### config.mk
export PLATFORM = sky130hd
export DESIGN_NAME = erx_deframer
export DESIGN_NICKNAME = d
export VERILOG_FILES = /design/src/rtl/erx_pkg.sv /design/src/rtl/erx_pkt_fifo.sv /design/src/rtl/erx_deframer.sv
export SDC_FILE = /design/constraint.sdc
export NUM_CORES = 1
export LEC_CHECK = 0
export BUFFER_PORTS_ARGS = -buffer_cell sky130_fd_sc_hd__buf_2
export CAP_MARGIN = 0
export CORE_ASPECT_RATIO = 0.7
export CORE_MARGIN = 8
export CORE_UTILIZATION = 40
export CTS_CLUSTER_SIZE = 14
export DETAILED_ROUTE_END_ITERATION = 7
export GPL_ROUTABILITY_DRIVEN = 0
export PLACE_DENSITY_LB_ADDON = 0.1
export RECOVER_POWER = 25
export REMOVE_ABC_BUFFERS = 1
export SLEW_MARGIN = 20
export SYNTH_ARGS = -nofsm -noshare
export SYNTH_HDL_FRONTEND = slang
export SYNTH_SLANG_ARGS = --single-unit
### constraint.sdc
create_clock -name rx_lclk -period 4.8 [get_ports rx_lclk]
set_input_delay 0.24 -clock rx_lclk [delete_from_list [all_inputs] [get_ports rx_lclk]]
set_output_delay 0.24 -clock rx_lclk [all_outputs]
set_load 0.02 [all_outputs]
### src/rtl/erx_pkg.sv
// Shared definitions for the eLink receive deframer: byte positions of the
// transaction fields, burst address step, FSM states and the header record.
package erx_pkg;

    localparam int FRAME_BYTES = 14;
    localparam int BYTE_CMD    = 0;
    localparam int BYTE_HDR    = 1;
    localparam int BYTE_DATA   = 6;
    localparam int BYTE_SRC    = 10;
    localparam int INCR_BIT    = 2;
    localparam int PKT_W       = 104;

    localparam logic [31:0] BURST_INCR = 32'd8;

    // Byte i of a transaction lives at element [i], i.e. bits [8*i+7:8*i].
    typedef logic [FRAME_BYTES-1:0][7:0] frame_t;

    typedef enum logic [1:0] {
        ST_SYNC,
        ST_IDLE,
        ST_HDR,
        ST_BURST
    } state_t;

    typedef struct packed {
        logic [3:0]  ctrlmode;
        logic [31:0] dstaddr;
        logic [1:0]  datamode;
        logic        write;
        logic        access;
        logic        incr;
    } hdr_t;

endpackage

### src/rtl/erx_pkt_fifo.sv
// Single-clock first-word-fall-through packet FIFO; a push into a full FIFO is
// ignored unless a pop happens on the same edge.
module erx_pkt_fifo #(
    parameter int DEPTH = 4,
    parameter int W     = 105
) (
    input  logic                     clk_i,
    input  logic                     rst_ni,
    input  logic                     push_i,
    input  logic [W-1:0]             din_i,
    input  logic                     pop_i,
    output logic [W-1:0]             dout_o,
    output logic                     empty_o,
    output logic                     full_o,
    output logic [$clog2(DEPTH):0]   count_o
);

    localparam int AW = $clog2(DEPTH);
    localparam int CW = AW + 1;

    logic [W-1:0]  mem_q [DEPTH];
    logic [AW-1:0] wr_ptr_q, rd_ptr_q;
    logic [CW-1:0] count_q;
    logic          do_push, do_pop;

    assign empty_o = (count_q == '0);
    assign full_o  = (count_q == CW'(DEPTH));
    assign do_pop  = pop_i & ~empty_o;
    assign do_push = push_i & (~full_o | do_pop);

    // Pointers wrap naturally because DEPTH is a power of two.
    always_ff @(posedge clk_i or negedge rst_ni) begin
        if (!rst_ni) begin
            wr_ptr_q <= '0;
            rd_ptr_q <= '0;
            count_q  <= '0;
        end else begin
            if (do_push) wr_ptr_q <= wr_ptr_q + 1'b1;
            if (do_pop)  rd_ptr_q <= rd_ptr_q + 1'b1;
            count_q <= count_q + CW'(do_push) - CW'(do_pop);
        end
    end

    always_ff @(posedge clk_i) begin
        if (do_push) mem_q[wr_ptr_q] <= din_i;
    end

    assign dout_o  = mem_q[rd_ptr_q];
    assign count_o = count_q;

endmodule

### src/rtl/erx_deframer.sv
// eLink receive deframer: assembles DDR beats into 112-bit transactions, decodes
// them into emesh packets, expands bursts and buffers packets with pushback.
module erx_deframer
    import erx_pkg::*;
#(
    parameter int LW          = 16,
    parameter int PW          = 104,
    parameter int DEPTH       = 4,
    parameter int WAIT_MARGIN = 2,
    parameter int BURST_EN    = 1
) (
    input  logic          rx_lclk,
    input  logic          erx_nreset,
    input  logic          rx_frame,
    input  logic [LW-1:0] rx_word,
    output logic          out_access,
    output logic [PW-1:0] out_packet,
    output logic          out_burst,
    input  logic          out_wait,
    output logic          rx_wait,
    output logic          err_short,
    output logic          err_overflow,
    input  logic          err_clear
);

    localparam int BPB     = LW / 8;
    localparam int BEATS   = FRAME_BYTES * 8 / LW;
    localparam int BEATS_B = 64 / LW;
    localparam int AW      = $clog2(DEPTH);
    localparam int CW      = AW + 1;

    state_t        state_q, state_d;
    logic [3:0]    beat_q, beat_d;
    frame_t        frm_q, asm_frame;
    hdr_t          hdr_q, hdr_dec, hdr_cur;
    logic [3:0]    wr_byte;
    logic          capture, push, push_burst, set_short;
    logic          pop, drop;
    logic          err_short_q, err_short_d;
    logic          err_ovf_q, err_ovf_d;
    logic          rx_wait_q, rx_wait_d;
    logic [31:0]   data_w, src_w;
    logic [PKT_W-1:0] pkt;
    logic [PW:0]   fifo_din, fifo_dout;
    logic          fifo_empty, fifo_full;
    logic [CW-1:0] fifo_count, cnt_next, free_slots;
    logic          unused_b0;

    always_ff @(posedge rx_lclk or negedge erx_nreset) begin
        if (!erx_nreset) begin
            state_q     <= ST_SYNC;
            beat_q      <= '0;
            frm_q       <= '0;
            hdr_q       <= '0;
            err_short_q <= 1'b0;
            err_ovf_q   <= 1'b0;
            rx_wait_q   <= 1'b0;
        end else begin
            state_q     <= state_d;
            beat_q      <= beat_d;
            err_short_q <= err_short_d;
            err_ovf_q   <= err_ovf_d;
            rx_wait_q   <= rx_wait_d;
            if (capture) frm_q <= asm_frame;
            if (push)    hdr_q <= hdr_cur;
        end
    end

    // In BURST, beat 0 is also the cycle that decides whether the frame continues.
    always_comb begin
        state_d    = state_q;
        beat_d     = beat_q;
        capture    = 1'b0;
        push       = 1'b0;
        push_burst = 1'b0;
        set_short  = 1'b0;
        case (state_q)
            ST_SYNC: begin
                if (!rx_frame) state_d = ST_IDLE;
            end
            ST_IDLE: begin
                if (rx_frame) begin
                    capture = 1'b1;
                    beat_d  = 4'd1;
                    state_d = ST_HDR;
                end
            end
            ST_HDR: begin
                if (!rx_frame) begin
                    set_short = 1'b1;
                    beat_d    = '0;
                    state_d   = ST_IDLE;
                end else begin
                    capture = 1'b1;
                    if (beat_q == 4'(BEATS - 1)) begin
                        push    = 1'b1;
                        beat_d  = '0;
                        state_d = ST_BURST;
                    end else begin
                        beat_d = beat_q + 4'd1;
                    end
                end
            end
            ST_BURST: begin
                if (beat_q == '0) begin
                    if (!rx_frame) begin
                        state_d = ST_IDLE;
                    end else if (BURST_EN == 0) begin
                        set_short = 1'b1;
                        state_d   = ST_SYNC;
                    end else begin
                        capture = 1'b1;
                        beat_d  = 4'd1;
                    end
                end else if (!rx_frame) begin
                    set_short = 1'b1;
                    beat_d    = '0;
                    state_d   = ST_IDLE;
                end else begin
                    capture = 1'b1;
                    if (beat_q == 4'(BEATS_B - 1)) begin
                        push       = 1'b1;
                        push_burst = 1'b1;
                        beat_d     = '0;
                    end else begin
                        beat_d = beat_q + 4'd1;
                    end
                end
            end
            default: state_d = ST_SYNC;
        endcase
    end

    always_comb begin
        asm_frame = frm_q;
        wr_byte   = (state_q == ST_BURST ? 4'(BYTE_DATA) : 4'd0) + 4'(int'(beat_q) * BPB);
        if (capture) begin
            for (int j = 0; j < BPB; j++) begin
                asm_frame[wr_byte + 4'(j)] = rx_word[8*j +: 8];
            end
        end
    end

    // Continuation packets reuse the held header and only advance the address.
    always_comb begin
        hdr_dec.ctrlmode = asm_frame[BYTE_HDR][7:4];
        hdr_dec.dstaddr  = {asm_frame[BYTE_HDR][3:0], asm_frame[BYTE_HDR+1],
                            asm_frame[BYTE_HDR+2], asm_frame[BYTE_HDR+3],
                            asm_frame[BYTE_HDR+4][7:4]};
        hdr_dec.datamode = asm_frame[BYTE_HDR+4][3:2];
        hdr_dec.write    = asm_frame[BYTE_HDR+4][1];
        hdr_dec.access   = asm_frame[BYTE_HDR+4][0];
        hdr_dec.incr     = ~asm_frame[BYTE_CMD][INCR_BIT];
        hdr_cur = hdr_dec;
        if (state_q == ST_BURST) begin
            hdr_cur = hdr_q;
            if (hdr_q.incr) hdr_cur.dstaddr = hdr_q.dstaddr + BURST_INCR;
        end
    end

    assign unused_b0 = ^{asm_frame[BYTE_CMD][7:3], asm_frame[BYTE_CMD][1:0]};

    assign data_w = {asm_frame[BYTE_DATA], asm_frame[BYTE_DATA+1],
                     asm_frame[BYTE_DATA+2], asm_frame[BYTE_DATA+3]};
    assign src_w  = {asm_frame[BYTE_SRC], asm_frame[BYTE_SRC+1],
                     asm_frame[BYTE_SRC+2], asm_frame[BYTE_SRC+3]};
    assign pkt    = {src_w, data_w, hdr_cur.dstaddr, hdr_cur.ctrlmode,
                     hdr_cur.datamode, hdr_cur.write, hdr_cur.access};
    assign fifo_din = {push_burst, PW'(pkt)};

    assign pop        = out_access & ~out_wait;
    assign drop       = push & fifo_full & ~pop;
    assign cnt_next   = fifo_count + CW'(push & ~drop) - CW'(pop);
    assign free_slots = CW'(DEPTH) - cnt_next;

    // A set on the same edge as a clear wins, so no error event is lost.
    always_comb begin
        err_short_d = set_short | (err_short_q & ~err_clear);
        err_ovf_d   = drop | (err_ovf_q & ~err_clear);
        rx_wait_d   = (free_slots <= CW'(WAIT_MARGIN));
    end

    erx_pkt_fifo #(
        .DEPTH (DEPTH),
        .W     (PW + 1)
    ) u_fifo (
        .clk_i   (rx_lclk),
        .rst_ni  (erx_nreset),
        .push_i  (push),
        .din_i   (fifo_din),
        .pop_i   (pop),
        .dout_o  (fifo_dout),
        .empty_o (fifo_empty),
        .full_o  (fifo_full),
        .count_o (fifo_count)
    );

    assign out_access   = ~fifo_empty;
    assign out_packet   = out_access ? fifo_dout[PW-1:0] : '0;
    assign out_burst    = out_access & fifo_dout[PW];
    assign rx_wait      = rx_wait_q;
    assign err_short    = err_short_q;
    assign err_overflow = err_ovf_q;

endmodule

======== Word level (Yosys, flattened, before mapping) ========
Memory sizes are Yosys's and may differ from the RTL's.
Cells that the tools add are included.
word-level totals
  bits in registers ....................... 169
  RAM bits ................................ 420
  input port bits ......................... 21
  output and inout bits ................... 109
  logic and storage cells ................. 121
  memories ................................ 1
memory list
  memory        depth  width  read ports  clocked after Yosys merged registers in  wr ports  RTL line            RTL
  u_fifo.mem_q  4      105    1           0                                        1         erx_pkt_fifo.sv:21  logic [W-1:0] mem_q [DEPTH];
operators by class
  add/subtract/negate cells ............... 11
  order comparisons ....................... 5
  eq/ne operators ......................... 9
  mux-type cells .......................... 37
  bitwise operators ....................... 20
  reduce and logical (&&, ||, !) cells .... 10
operator list
  kind                   number
  $bwmux 112             2
  $mux 112               1
  $mux 104               1
  $demux 8 s4            2
  $mux 41                1
  $add 32x4->32 const B  1
  $mux 32                1
  $mux 4                 6
  $mux 8                 2
  $mux 1                 12
  $pmux 4 s3             1
  $lt 4x5->1 const B     2
  $add 4x1->4 const B    2
  $and 1x1->1            8
  $ge 4x1->1 const B     2
  $mux 2                 4
  $not 1->1              7
  $pmux 2 s3             1
  $sub 3x1->3            2
  $add 2x1->2 const B    2
  $add 3x4->4            1
  $eq 2x2->1 const B     2
  $eq 4x2->1 const B     1
  $eq 4x3->1 const B     1
  22 further kinds       27

======== Logic depth before layout (Yosys ltp) ========
Gate-level depths: netlist of the first run.
  word-level depth ........................ 13
  depth in mapped cells ................... 11
  depth with buffers taken out ............ 10

======== Modules after synthesis ========
From an unflattened synthesis of the first run, not the netlist that was laid out.
second synthesis, totals
  cells, all modules ...................... 1488
  area total of the unflattened synthesis .. 24986.5 um2
by module, submodules not included
  module        times used  cells an instance  area an instance (um2)  seq. area each (um2)
  erx_pkt_fifo  1           585                15539.9                 12787.3
  erx_deframer  1           903                9446.6                  3878.7

======== Least setup slack after synthesis of the first run ========
Ideal clock, no wire load.
  path kind ............................... register to register
  start ................................... register beat_q[0]
  end ..................................... memory u_fifo.mem_q[0][0], enable pin
  setup time .............................. 476 ps
  arrival ................................. 4052 ps
  required time ........................... 4324 ps
  path slack .............................. 272 ps
  stages on the path, launching flop included .. 6
  path buffers ............................ 1
  clock period less this slack ............ 4528 ps
  cells stage by stage .................... dfrtp_1 ha_1 or3b_1 o22ai_2 clkbuf_1 and3_1
on the way
  longest elaborated chain between the ends .. 8
  elaborated cells between the ends (all ways) .. 12
  classes of those cells .................. eq/ne (2); mux (8); bitwise (1); reduce/logical (1)
ends and longest elaborated chain
  element                           RTL line             RTL
  from (decl)                       erx_deframer.sv:33   logic [3:0] beat_q, beat_d;
  from (signal assigned)            erx_deframer.sv:60   beat_q <= beat_d;
  $eq 4x2->1                        erx_deframer.sv:121  if (beat_q == 4'(BEATS_B - 1)) begin
  $mux 1                            erx_deframer.sv:121
  $mux 1                            erx_deframer.sv:115  end else if (!rx_frame) begin
  $mux 1                            erx_deframer.sv:105  if (beat_q == '0) begin
  $pmux 1 s2 (*)                    erx_deframer.sv:77   case (state_q)
  $and 1x1->1 (*)                   erx_pkt_fifo.sv:29   assign do_push = push_i & (~full_o | do_pop);
  $mux 1 (*)                        erx_pkt_fifo.sv:45   if (do_push) mem_q[wr_ptr_q] <= din_i;
  $mux 1 (not written as such) (*)  erx_pkt_fifo.sv:45
  to (decl)                         erx_pkt_fifo.sv:21
Mark *: on every way between the ends. The rest lies on a longest branch, timed or not.

==> results of run 1 <==
==> registers in the layout, indices dropped and copies added (netlist names) <==
name,count
u_fifo.mem_q,420
u_fifo.wr_ptr_q,2
u_fifo.rd_ptr_q,2
err_short,1
state_q,2
err_overflow,1
u_fifo.count_o,3
frm_q,105
hdr_q,41
rx_wait,1
beat_q,4
==> synthesized netlist by cell type (5+ instances only) <==
library cell,count
nand2_1,48
nand2b_1,10
inv_1,36
ha_1,16
buf_1,9
and3_1,24
a21oi_1,14
and4_1,8
o21ai_0,23
nor4_1,26
nand4_1,12
or3_1,6
clkbuf_1,66
buf_2,34
mux2_1,6
edfxtp_1,420
a211oi_1,29
and2_1,107
xor2_1,5
dfrtp_1,162
a221oi_1,7
mux4_2,105
mux2i_1,10
nand3_1,17
o21ai_1,9
mux2_2,150
nor3_1,43
nor2_1,32
o22ai_1,8
a21o_1,19
or4_1,6
xnor2_1,11
==> per-layer routing <==
layer,GRT usage,share of wire,vias to the layer above
met5,0,0,-
met4,0.0361,0.016,0
met3,0.0308,0.050,76
met2,0.256,0.45,304
met1,0.243,0.48,7200
li1,-,-,6238
==> logic make-up (layout without fill, tap and decap cells) <==
logic type,count (synthesis),count (layout)
compound gates,150,150
xor+xnor,17,17
fa+ha+maj,19,19
buf+inv,148,300
flops,582,582
mux,271,271
other cells,0,1
simple gates,365,365
==> where the power goes <==
part	switching (mW)	internal [mW]
Clock	1.86	2.71
Sequential	0.469	6.76
Combinational	3.97	2.83
==> worst max-delay path by stage <==
stage	start	end
after global placement	state_q[0]	u_fifo.mem_q[0][51]
after CTS	state_q[0]	u_fifo.count_o[2]
after floorplan	state_q[0]	u_fifo.mem_q[0][40]
after detailed placement	state_q[0]	u_fifo.count_o[2]
after global routing	state_q[1]	u_fifo.mem_q[0][4]
final	state_q[0]	u_fifo.mem_q[0][4]
==> worst register-to-register path, delay by kind of cell (launching register included) <==
kind | cells | cell delay (ns)
xor gates and xnor gates | 1 | 0.56
muxes | 2 | 0.77
buffers and inverters | 2 | 0.59
DFF | 1 | 0.40
and+or+nand+nor | 1 | 0.57
adders and majority gates | 3 | 0.78
==> area by class of cell <==
class                           count  area share
Sequential cell                   582       0.585
Inverter                           37     0.00487
Clock buffer                       82      0.0555
Timing Repair Buffer              158      0.0324
Clock inverter                     23      0.0113
Tap cell                          819      0.0360
Multi-Input combinational cell    822       0.275
Antenna cell                        1   0.0000878
==> stage by stage <==
stage | setup slack, ns | util
2_1_floorplan | -1.12 | -
5_1_grt | 0.616 | 0.461
3_5_place_dp | 1.35 | 0.431
4_1_cts | 1.35 | 0.463
6_report | 0.880 | 0.461
3_3_place_gp | 1.44 | 0.431
==> run_results.csv, run 1 <==
group,metric,value,unit
min_path,hold_depth,3,
layout,areaGrowthSynthToFinish,13.5,%
layout,layout_commonest_cell,"edfxtp_1",
clock_tree,clock_path_buffers,3,
logic_synthesis,synth_area_leaders,"edfxtp_1 (50%), dfrtp_1 (16%), mux4_2 (9.4%)",
place,postPlaceCellArea,26700,um2
clock_tree,htreeDepth,2,
layout,final_cell_mix,"edfxtp_1 (420), dfrtp_1 (160), mux2_2 (135)",
status,status,"finished clean",
sta,skew,0.0240,ns
routing,drt-initial-drc-count,1005,
global_route,overflow,0,
floorplan,dieArea,71200,um2
critical_path,crit_chain,"ha_1 > ha_1 > inv_1 > fa_1 > xor2_1 > clkbuf_1 > nand2_1 > mux2_2 > mux2_2",
sta,setup_tns,0,ns
sta,fin_hold_ws,0.0322,ns
run,drv_cap,0,
floorplan,core-area,61800,um2
routing,viasPerCell,5.47,
logic_synthesis,async_reset_ff_frac,0.278,
place,hpwl,34200,um
sta,timing.slew.headroom,0.00322,
logic_synthesis,yosysSeqAreaShare,0.664,
power,power_density,652,nW/um2
floorplan,num_io_pins,130,
critical_path,critPathSlowestCell,"nand2_1",
floorplan,die_y,226,um
routing,routedWlPerCell,23.3,um
critical_path,crit_required,5.13,ns
clock_tree,cts_buffers,57,
logic_synthesis,synth_edf_count,420,
sta,setup_viol,0,
critical_path,max_stage_delay,0.57,ns
sta,worst_pin_slew,1.50,ns
clock_tree,postCtsSetupBuffers,0,
critical_path,worstSetupStartpointType,"flop",
clock_tree,postCtsHoldBufs,4,
layout,final_cells,2524,
logic_synthesis,netlist.area_leader.share,0.502,
sta,min_period,3.92,ns
critical_path,critPathTopFamily,"adder cells",
sta,min_period_over_period,0.817,
logic_synthesis,synth_area,25100,um2
clock_tree,cts.repair.resized,0,
logic_synthesis,synth_xor_area_frac,0.00623,
min_path,min_from,"rx_word[4]",
critical_path,reg2reg_from,"state_q[0]",
sta,finalMaxSlewViolations,0,
clock_tree,cts_tree,"yes",
clock_tree,clk_latency,0.61,ns
floorplan,start_util,0.406,
logic_synthesis,synth_cells,1552,
critical_path,worst_r2r_path_depth,9,
logic_synthesis,synth_simple_gate_area_frac,0.0847,
min_path,hold_end,"frm_q[36]",
routing,wirelength,58900,um
layout,nNetsFinal,1698,
critical_path,reg2reg_slack,0.88,ns
logic_synthesis,synth_top_family_by_area,"multiplexers",
min_path,hold_path.class,"in2reg",
place,io_buffers,129,
logic_synthesis,synth_fa_ha_area_frac,0.0104,
global_route,grt_use_total,0.165,
clock_tree,root_buffer,"clkbuf_16",
power,p_total,18.6,mW
logic_synthesis,yosysTopAreaCell,"edfxtp_1",
clock_tree,path_clk_slew,0.06,ns
floorplan,fp.dieW,315,um
logic_synthesis,ys.flop_type,"edfxtp_1",
sta,rsz0062_at_grt,"false",
global_route,grt_start_max_net_pins,112,
layout,ff_latch_area,16700,um2
logic_synthesis,ys_seq_elements,582,
critical_path,crit_cells,9,
critical_path,arrival,4.25,ns
critical_path,path_class,"reg2reg",
critical_path,critPathBufInv,2,
clock_tree,cts.sinks,582,
sta,hold_viol_final,0,
place,place_inst,2414,
layout,final_area,28500,um2
logic_synthesis,synth_area_per_cell,16.2,um2
global_route,antenna_found_initial,2,
critical_path,timing.rr.end,"u_fifo.mem_q[0][4]",
routing,postRouteAntennaNets,0,
layout,drive_above_1_share,0.278,
logic_synthesis,ys_types,73,
layout,fillers,5444,
critical_path,critPathMaxFanout,17,
routing,drt-pass1-iter-count,5,
sta,fmax,255,MHz
global_route,grt_pass1_wl,90100,um
logic_synthesis,synth_compound_area_frac,0.0421,
routing,post-route-drc-count,0,
power,vdd_drop_max,308,uV
global_route,grt_pass1_vias,14300,
routing,vias,13800,
critical_path,endpoint_kind,"flop",
floorplan,num_rows,76,
logic_synthesis,synthMuxAreaShare,0.168,
power,power_leakage,10.3,nW
layout,multi_input_area,7830,um2
logic_synthesis,synth_warnings,0,
No activity file was read; power rests on OpenSTA's default activity.
==> run 2: changes to the inputs <==
Clock period 4.8 ns to 3.5 ns, I/O delays scaled along.
==> run 2 against run 1 <==
Net effect:
- the run now ends with max-capacitance violations, max-slew violations left
- sequential share of layout area decreased by 0.98 points
- combinational power grew 42%
- via count up 1.7%
- sequential cell count did not move
- cell area is 1.7% higher
- critical endpoint is now u_fifo.mem_q[1][14]
- global-route usage increased by 0.51 points
- cell count grew 1.5%
- wire length is 3.0% higher
- die area unchanged
- critical path depth down 1
- power is 39% higher
- clock power grew 41%
==> run_results.csv, run 2 (synthesis results as in run 1) <==
group,metric,value,unit
clock_tree,root_buffer,"clkbuf_16",
floorplan,num_rows,76,
layout,drive_above_1_share,0.310,
layout,fillers,5415,
critical_path,worstSetupStartpointType,"flop",
floorplan,start_util,0.406,
clock_tree,clock_path_buffers,3,
sta,rsz0062_at_grt,"false",
clock_tree,clk_latency,0.61,ns
clock_tree,cts_buffers,58,
sta,setup_viol,0,
critical_path,max_stage_delay,0.74,ns
power,p_sw,8.79,mW
layout,nNetsFinal,1731,
critical_path,arrival,3.52,ns
critical_path,crit_required,3.77,ns
run,drv_cap,2,
global_route,overflow,0,
sta,worst_pin_slew,1.75,ns
routing,wirelength,60700,um
floorplan,fp.dieW,315,um
routing,viasPerCell,5.49,
critical_path,path_class,"reg2reg",
layout,largest_reg_flops,420,
critical_path,critPathMaxFanout,9,
routing,drt-initial-drc-count,1033,
place,hpwl,37600,um
global_route,grt_start_max_net_pins,69,
sta,timing.slew.headroom,-0.165,
power,switching_share,0.339,
sta,skew,0.0128,ns
sta,min_period_over_period,0.930,
global_route,grt_pass1_vias,14500,
layout,fin_util,0.469,
power,seqPwrFrac,0.378,
sta,fmax,307,MHz
floorplan,num_io_pins,130,
power,p_total,25.9,mW
clock_tree,cts.sinks,582,
power,vdd_drop_max,463,uV
layout,regMostFlops,"u_fifo.mem_q",
sta,finalMaxSlewViolations,112,
min_path,hold_path.class,"in2reg",
critical_path,critPathSlowestCell,"or4b_1",
floorplan,core-area,61800,um2
global_route,antenna_found_initial,3,
clock_tree,htreeDepth,2,
global_route,grt_pass1_wl,92300,um
power,comb_power_share,0.373,
layout,multi_input_area,7840,um2
routing,postRouteAntennaNets,0,
status,violations,"max-capacitance violations, max-slew violations",
layout,final_cell_mix,"edfxtp_1 (420), dfrtp_1 (160), mux2_2 (150)",
critical_path,crit_chain,"ha_1 > ha_1 > inv_1 > fa_1 > or4b_1 > o21ai_0 > nand3_1 > a21boi_0",
routing,drt-pass1-iter-count,5,
power,intPower,17.1,mW
status,status,"finished with violations",
layout,areaGrowthSynthToFinish,15.5,%
layout,layout_commonest_cell,"edfxtp_1",
place,io_buffers,129,
sta,hold_viol_final,0,
routing,vias,14100,
critical_path,cp_common_cell,"ha_1",
routing,post-route-drc-count,0,
floorplan,die_y,226,um
routing,routedWlPerCell,23.7,um
clock_tree,path_clk_slew,0.06,ns
layout,ff_latch_area,16700,um2
global_route,grt_use_total,0.170,
layout,top_regs,"u_fifo.mem_q x420, frm_q x105, hdr_q x41",
critical_path,endpoint_kind,"flop",
power,power_density,894,nW/um2
power,power_leakage,10.6,nW
critical_path,reg2reg_slack,0.24,ns
clock_tree,cts_tree,"yes",
floorplan,dieArea,71200,um2
sta,min_period,3.26,ns
power,pwr-share-clk,0.248,
run 2: per-layer routing:
layer / global-route usage / part of all wire / vias up
li1: - / - / 6318
met1: 0.254 / 0.48 / 7306
met2: 0.260 / 0.45 / 363
met3: 0.0281 / 0.053 / 68
met4: 0.0392 / 0.016 / 0
met5: 0 / 0 / -
run 2: worst paths after layout:
path	startpoint	to	cells after the start
max	state_q[0]	u_fifo.mem_q[1][14]	8
min	rx_word[7]	frm_q[55]	2
max reg2reg	state_q[0]	u_fifo.mem_q[1][14]	8
min reg2reg	frm_q[59]	frm_q[59]	2
max in group asynchronous	erx_nreset	frm_q[80]	3
min in group asynchronous	erx_nreset	frm_q[85]	2
run 2: timing repair:
action                     4_1_cts  5_1_grt
setup endpoints to repair        0        8
hold buffers                    10        0
gates resized for setup          0        2
setup buffers                    0        0
hold endpoints to repair        68        0
run 2: cell type report:
type                       count  area share
clock buffer                  87      0.0613
multi-input combinational    822       0.270
inverter                      37     0.00479
tap                          819      0.0354
antenna                        2    0.000173
sequential                   582       0.575
timing repair buffer         190      0.0445
clock inverter                23     0.00833
run 2: critical path, delay by kind of cell (launching register included):
family	cells	cell delay (ns)
AO/OA/AOI/OAI	2	0.53
adder cells (fa/ha/maj)	3	0.99
buffers and inverters	1	0.07
flip-flops	1	0.41
AND/OR/NAND/NOR	2	0.89
run 2: metrics by stage:
stage | area, um2 | worst slack, ns | std cells | hold slack [ns] | TNS [ns]
2_1_floorplan | 24600 | -2.42 | 1441 | -0.121 | -2357.31
3_3_place_gp | 27000 | 0.329 | 2440 | 0.218 | 0
3_5_place_dp | 27000 | 0.198 | 2440 | 0.219 | 0
4_1_cts | 29100 | 0.199 | 2560 | 0.00000377 | 0
5_1_grt | 29000 | 0.0538 | 2560 | 0.0206 | 0
6_report | 29000 | 0.244 | 2562 | 0.0289 | 0
run 2: power groups by stage:
stage	sequential [mW]	clock [mW]	combinational, mW
2_1_floorplan	10.1	0	6.46
3_3_place_gp	9.92	0	9.72
3_5_place_dp	9.94	0	9.88
4_1_cts	9.80	6.61	9.94
5_1_grt	9.90	6.87	10.6
6_report	9.81	6.43	9.68
